**src/rtl/odd_pipe_pkg.sv**
```systemverilog
`default_nettype none
// ============================================================================
// Module   : odd_pipe_pkg
// Brief    : Shared types, latencies and helpers for the odd-pipe issue path.
// Revision : 1.0 - initial release
// ============================================================================
package odd_pipe_pkg;

  typedef enum logic [1:0] {
    UNIT_PERM  = 2'd0,
    UNIT_LS    = 2'd1,
    UNIT_BR    = 2'd2,
    UNIT_UNDEF = 2'd3
  } unit_e;

  localparam int LAT_BR   = 1;
  localparam int LAT_PERM = 4;
  localparam int LAT_LS   = 6;
  localparam int DEPTH    = 7;
  localparam int LAT_W    = 3;

  typedef struct packed {
    logic       valid;
    logic [0:6] addr;
  } resv_entry_t;

  // Undefined unit code behaves as Permute.
  function automatic logic [LAT_W-1:0] unit_lat(input unit_e u);
    case (u)
      UNIT_LS: unit_lat = LAT_W'(LAT_LS);
      UNIT_BR: unit_lat = LAT_W'(LAT_BR);
      default: unit_lat = LAT_W'(LAT_PERM);
    endcase
  endfunction

endpackage
`default_nettype wire

```
**src/rtl/odd_wb_scoreboard.sv**
```systemverilog
`default_nettype none
// ============================================================================
// Module   : odd_wb_scoreboard
// Brief    : Reservation shift register mirroring OddPipe fw stages 1..DEPTH;
//            flags writeback-slot, RAW and WAW hazards for the candidate instr.
// Revision : 1.0 - initial release
// ============================================================================
module odd_wb_scoreboard
  import odd_pipe_pkg::*;
(
  input  logic             clk,
  input  logic             reset,
  input  logic             i_load,
  input  logic [LAT_W-1:0] i_lat,
  input  logic             i_reg_write,
  input  logic [6:0]       i_rt_addr,
  input  logic [6:0]       i_ra_addr,
  input  logic [6:0]       i_rb_addr,
  input  logic [6:0]       i_rc_addr,
  input  logic             i_ra_used,
  input  logic             i_rb_used,
  input  logic             i_rc_used,
  output logic             o_struct_hz,
  output logic             o_raw_hz,
  output logic             o_waw_hz,
  output logic             o_busy
);

  resv_entry_t r_resv [1:DEPTH];

  logic [DEPTH:1] w_valid;
  logic [DEPTH:1] w_raw_hit;
  logic [DEPTH:1] w_waw_hit;
  logic           w_struct;

  // The load overrides the shifted-in value; the structural check keeps it empty.
  always_ff @(posedge clk or negedge reset) begin
    if (!reset) begin
      for (int s = 1; s <= DEPTH; s++) r_resv[s] <= '0;
    end else begin
      r_resv[1] <= '0;
      for (int s = 2; s <= DEPTH; s++) r_resv[s] <= r_resv[s-1];
      for (int s = 1; s <= DEPTH; s++) begin
        if (i_load && (i_lat == LAT_W'(s))) r_resv[s] <= {1'b1, i_rt_addr};
      end
    end
  end

  generate
    for (genvar s = 1; s <= DEPTH; s++) begin : g_match
      assign w_valid[s]   = r_resv[s].valid;
      assign w_raw_hit[s] = r_resv[s].valid &&
                            ((i_ra_used && (i_ra_addr == r_resv[s].addr)) ||
                             (i_rb_used && (i_rb_addr == r_resv[s].addr)) ||
                             (i_rc_used && (i_rc_addr == r_resv[s].addr)));
      assign w_waw_hit[s] = r_resv[s].valid && i_reg_write &&
                            (i_rt_addr == r_resv[s].addr);
    end
  endgenerate

  // Slot L is taken next cycle if whatever sits in L-1 now will shift into it.
  always_comb begin
    w_struct = 1'b0;
    for (int s = 1; s < DEPTH; s++) begin
      if (i_reg_write && (i_lat == LAT_W'(s + 1)) && r_resv[s].valid) w_struct = 1'b1;
    end
  end

  assign o_struct_hz = w_struct;
  assign o_raw_hz    = |w_raw_hit;
  assign o_waw_hz    = |w_waw_hit;
  assign o_busy      = |w_valid;

endmodule
`default_nettype wire

```
**src/rtl/odd_issue_ctrl.sv**
```systemverilog
`default_nettype none
// ============================================================================
// Module   : odd_issue_ctrl
// Brief    : Odd-pipe issue controller: valid/ready handshake, unit remap,
//            hazard stall and saturating stall counters.
// Revision : 1.0 - initial release
// ============================================================================
module odd_issue_ctrl
  import odd_pipe_pkg::*;
#(
  parameter int CNT_W = 16
) (
  input  logic             clk,
  input  logic             reset,
  input  logic             in_valid,
  output logic             in_ready,
  input  logic [1:0]       unit,
  input  logic [6:0]       rt_addr,
  input  logic             reg_write,
  input  logic [6:0]       ra_addr,
  input  logic [6:0]       rb_addr,
  input  logic [6:0]       rc_addr,
  input  logic             ra_used,
  input  logic             rb_used,
  input  logic             rc_used,
  input  logic             ext_stall,
  output logic             issue_valid,
  output logic [1:0]       issue_unit,
  output logic             busy,
  output logic [CNT_W-1:0] struct_stall_cnt,
  output logic [CNT_W-1:0] raw_stall_cnt
);

  unit_e            w_unit;
  logic [LAT_W-1:0] w_lat;
  logic             w_struct_hz;
  logic             w_raw_hz;
  logic             w_waw_hz;
  logic             w_issue;
  logic [CNT_W-1:0] r_struct_cnt;
  logic [CNT_W-1:0] r_raw_cnt;

  assign w_unit = unit_e'(unit);
  assign w_lat  = unit_lat(w_unit);

  odd_wb_scoreboard u_sb (
    .clk         (clk),
    .reset       (reset),
    .i_load      (w_issue && reg_write),
    .i_lat       (w_lat),
    .i_reg_write (reg_write),
    .i_rt_addr   (rt_addr),
    .i_ra_addr   (ra_addr),
    .i_rb_addr   (rb_addr),
    .i_rc_addr   (rc_addr),
    .i_ra_used   (ra_used),
    .i_rb_used   (rb_used),
    .i_rc_used   (rc_used),
    .o_struct_hz (w_struct_hz),
    .o_raw_hz    (w_raw_hz),
    .o_waw_hz    (w_waw_hz),
    .o_busy      (busy)
  );

  assign in_ready    = !ext_stall && !w_struct_hz && !w_raw_hz && !w_waw_hz;
  assign w_issue     = in_valid && in_ready;
  assign issue_valid = w_issue;
  assign issue_unit  = (w_unit == UNIT_UNDEF) ? UNIT_PERM : w_unit;

  // External stalls are someone else's problem and are not attributed here.
  always_ff @(posedge clk or negedge reset) begin
    if (!reset) begin
      r_struct_cnt <= '0;
      r_raw_cnt    <= '0;
    end else if (in_valid && !ext_stall) begin
      if (w_struct_hz && !(&r_struct_cnt)) r_struct_cnt <= r_struct_cnt + CNT_W'(1);
      if ((w_raw_hz || w_waw_hz) && !(&r_raw_cnt)) r_raw_cnt <= r_raw_cnt + CNT_W'(1);
    end
  end

  assign struct_stall_cnt = r_struct_cnt;
  assign raw_stall_cnt    = r_raw_cnt;

endmodule
`default_nettype wire

```
**config.mk**
```make
export PLATFORM = sky130hd
export DESIGN_NAME = odd_issue_ctrl
export DESIGN_NICKNAME = d
export VERILOG_FILES = /design/src/rtl/odd_pipe_pkg.sv /design/src/rtl/odd_wb_scoreboard.sv /design/src/rtl/odd_issue_ctrl.sv
export SDC_FILE = /design/constraint.sdc
export NUM_CORES = 1
export LEC_CHECK = 0
export BUFFER_PORTS_ARGS = -buffer_cell sky130_fd_sc_hd__buf_4
export CAP_MARGIN = 20
export CORE_MARGIN = 3
export CORE_UTILIZATION = 40
export DETAILED_ROUTE_END_ITERATION = 6
export PLACE_DENSITY_LB_ADDON = 0.25
export SLEW_MARGIN = 20
export SYNTH_ARGS = -nofsm -noshare
export SYNTH_HDL_FRONTEND = slang
export SYNTH_HIERARCHICAL = 1
export SYNTH_SLANG_ARGS = --single-unit
```
**constraint.sdc**
```tcl
create_clock -name clk -period 3.65 [get_ports clk]
set_clock_uncertainty 0.1 [all_clocks]
set_input_delay 0.365 -clock clk [delete_from_list [all_inputs] [get_ports clk]]
set_output_delay 0.365 -clock clk [all_outputs]
set_load 0.03 [all_outputs]
```
==> metrics.txt <==
critical path's top delay family simple AND/OR/NAND/NOR gates; Post-DRT Antenna Nets 0; Port Buffers 74; Post-Synth Simple-Gate Area 0.177; largest cells by area after synthesis dfrtp_1 33%, xnor2_1 24%, mux2_2 7.4%; nets 707; dpl hpwl 13900 µm; Rel. slew slack 0.597; post-synthesis net count 701; wire per inst 20.4 µm; max layer used met4; TritonCTS clock tree done; Startpoint Class flop; initial antenna violation count 0; FF+latch count, synth 88; Clock Latency Late Sink 0.35 ns; Compound-Gate Fraction of Synth Area 0.0152; CP Cell Sequence xor2_1 -> nor2_1 -> nand4_1 -> o21ai_0 -> o21ai_0 -> nand4_1 -> or2_2 -> nor3_1 -> and3_2 -> nor4bb_2 -> buf_4 -> mux2_2; row cnt 46; H-tree levels 3; GPL Wtd Cong 1.04; Die Wd 135 µm; routed wire length 18100 µm; Setup TNS 0 ns; die area 18300 µm²; CP Data Arrival Time 3.56 ns; Design Power 2.33 mW; pwr dens 322 nW/µm²; largest net degree at the start of global routing 39; met3 routed WL 735 µm; Worst Hold Class in2reg; first-pass iteration count of the detailed router 5; # DRC 0; crit end category flop; core area 16100 µm²; status finished, final reports clean; ys flop type dfrtp_1; DR iter-0 viols 284; setup violators final 0; critical path peak fanout 8; largest family of logic cells by synthesized area XOR/XNOR gates; Critical Path Stages 12; unrepaired setup endpoints after global routing false; layout cells sized above 1 0.243; Fmax 0.292 GHz; sequential cell area fraction in the yosys report 0.330; Crit path largest cell delay 0.52 ns; Tmin final 3.43 ns; XOR/XNOR share of the synthesized area 0.297; Worst EP required 3.78 ns; library cells used by synthesis 43; Synth Cell Area 6680 µm²; IO Count 75; Sink Count 88; Worst-Margin Slew 0.599 ns; Ys Warns 6; maximum VDD drop 225 µV; CP max stage cell dfrtp_1; Post-synth top cells 182 x xnor2_1, 88 x dfrtp_1, 59 x nand4_1; crit share post-route 0.938; Worst Reg-to-Reg Cells 12; cts bufs inserted 9; Post-Synthesis Cells 661; cell with the most instances after synthesis xnor2_1; mux share of post-synthesis cell area 0.0776; Post-synth ARST share 1.00; share of the synthesized area in the top cell type 0.330; Root Buffer clkbuf_16; Initial Util 0.414; area post-placement 6920 µm²; top cell type by total area after synthesis dfrtp_1; Final Core Density 0.450; Final Hold Vio Count 0; worst path bufs/invs 1; Synth Area per Inst 10.1 µm²; Final Slew Violations 0; Hold Crit Depth 2; first-pass GRT wire length 28500 µm; GRT Total Usage 0.203; clock-pin slew on the worst setup and hold paths 0.06 ns; Avg Vias per Cell 5.44; area share of fa/ha/maj cells after synthesis 0.00375; DRT met1 WL 8190 µm; MaxCap Viol Count 0; Area Overhead vs Synth 8.53%; Final Cell Area 7240 µm²; met2 WL 8490 µm; ANT cells 0; clock tree buffer depth 2; Leak 3.03 nW; grt ovf 0; routed via count 4833; Fin Hold WS 0.240 ns; Setup CP Type reg2reg; Post-synth EDFFs 0; vias in the first global route 4901; die span in y 135 µm
[flip-flops by register name, indices dropped and copies added, names as in the netlist]
name,count
raw_stall_cnt,16
u_sb/r_resv,56
struct_stall_cnt,16
[report_power, final]
group | internal, mW | total, mW | leakage [nW] | switching, mW
logic | 0.162 | 0.362 | 1.67 | 0.200
registers | 0.992 | 1.03 | 1.22 | 0.0341
clock network | 0.535 | 0.943 | 0.139 | 0.408
total | 1.69 | 2.33 | 3.03 | 0.643
[path summary, 6_finish.rpt]
check	from	end	slack, ns
worst max-delay path	u_sb/r_resv[43]	u_sb/r_resv[29]	0.22
worst min-delay path	rt_addr[3]	u_sb/r_resv[51]	0.24
worst max register to register	u_sb/r_resv[43]	u_sb/r_resv[29]	0.22
worst min register to register	raw_stall_cnt[15]	raw_stall_cnt[15]	0.39
max in group asynchronous	reset	u_sb/r_resv[37]	2.38
min in group asynchronous	reset	raw_stall_cnt[13]	0.30
[through the flow]
stage,cells,setup WS (ns)
after global routing,888,0.0150
after CTS,888,0.117
after floorplan,661,0.0313
after detailed placement,871,0.0980
final,888,0.225
after global placement,871,0.0841
[final cells by class]
class                   count  area (µm²)
well taps                 216         270
fillers                  1590        8870
clock buffers              10         229
clock inverters             6        67.6
flip-flops and latches     88        2200
inverters                   1        3.75
repair buffers             87         656
multi-input cells         480        3820
[per-layer routing]
metal / GRT usage / up-vias
met5: 0 / -
met4: 0.0952 / 0
met3: 0.0282 / 46
met2: 0.321 / 140
met1: 0.276 / 2423
li1: - / 2224
[cells by family after synthesis]
family,after synthesis
compound gates,13
fa+ha+maj,2
flops,88
buf+inv,93
simple gates,194
mux,45
xor+xnor,226
[cells in the final DEF, fill, tap and decap left out, types with 16 or more instances in the layout]
master,count
buf_4,86
dfrtp_1,88
mux2_2,44
nand2_1,16
nand3_1,16
nand4_1,59
nor2_1,25
nor4_1,16
xnor2_1,182
xor2_1,44
[timing repair]
| item | CTS | global route |
|---|---|---|
| gates resized for setup | 0 | 4 |
| hold buffers | 1 | 0 |
| endpoints found under the setup margin | 0 | 21 |
| endpoints found under the hold margin | 12 | 0 |
| buffers inserted | 0 | 0 |
No activity file was read; power rests on OpenSTA's default activity.
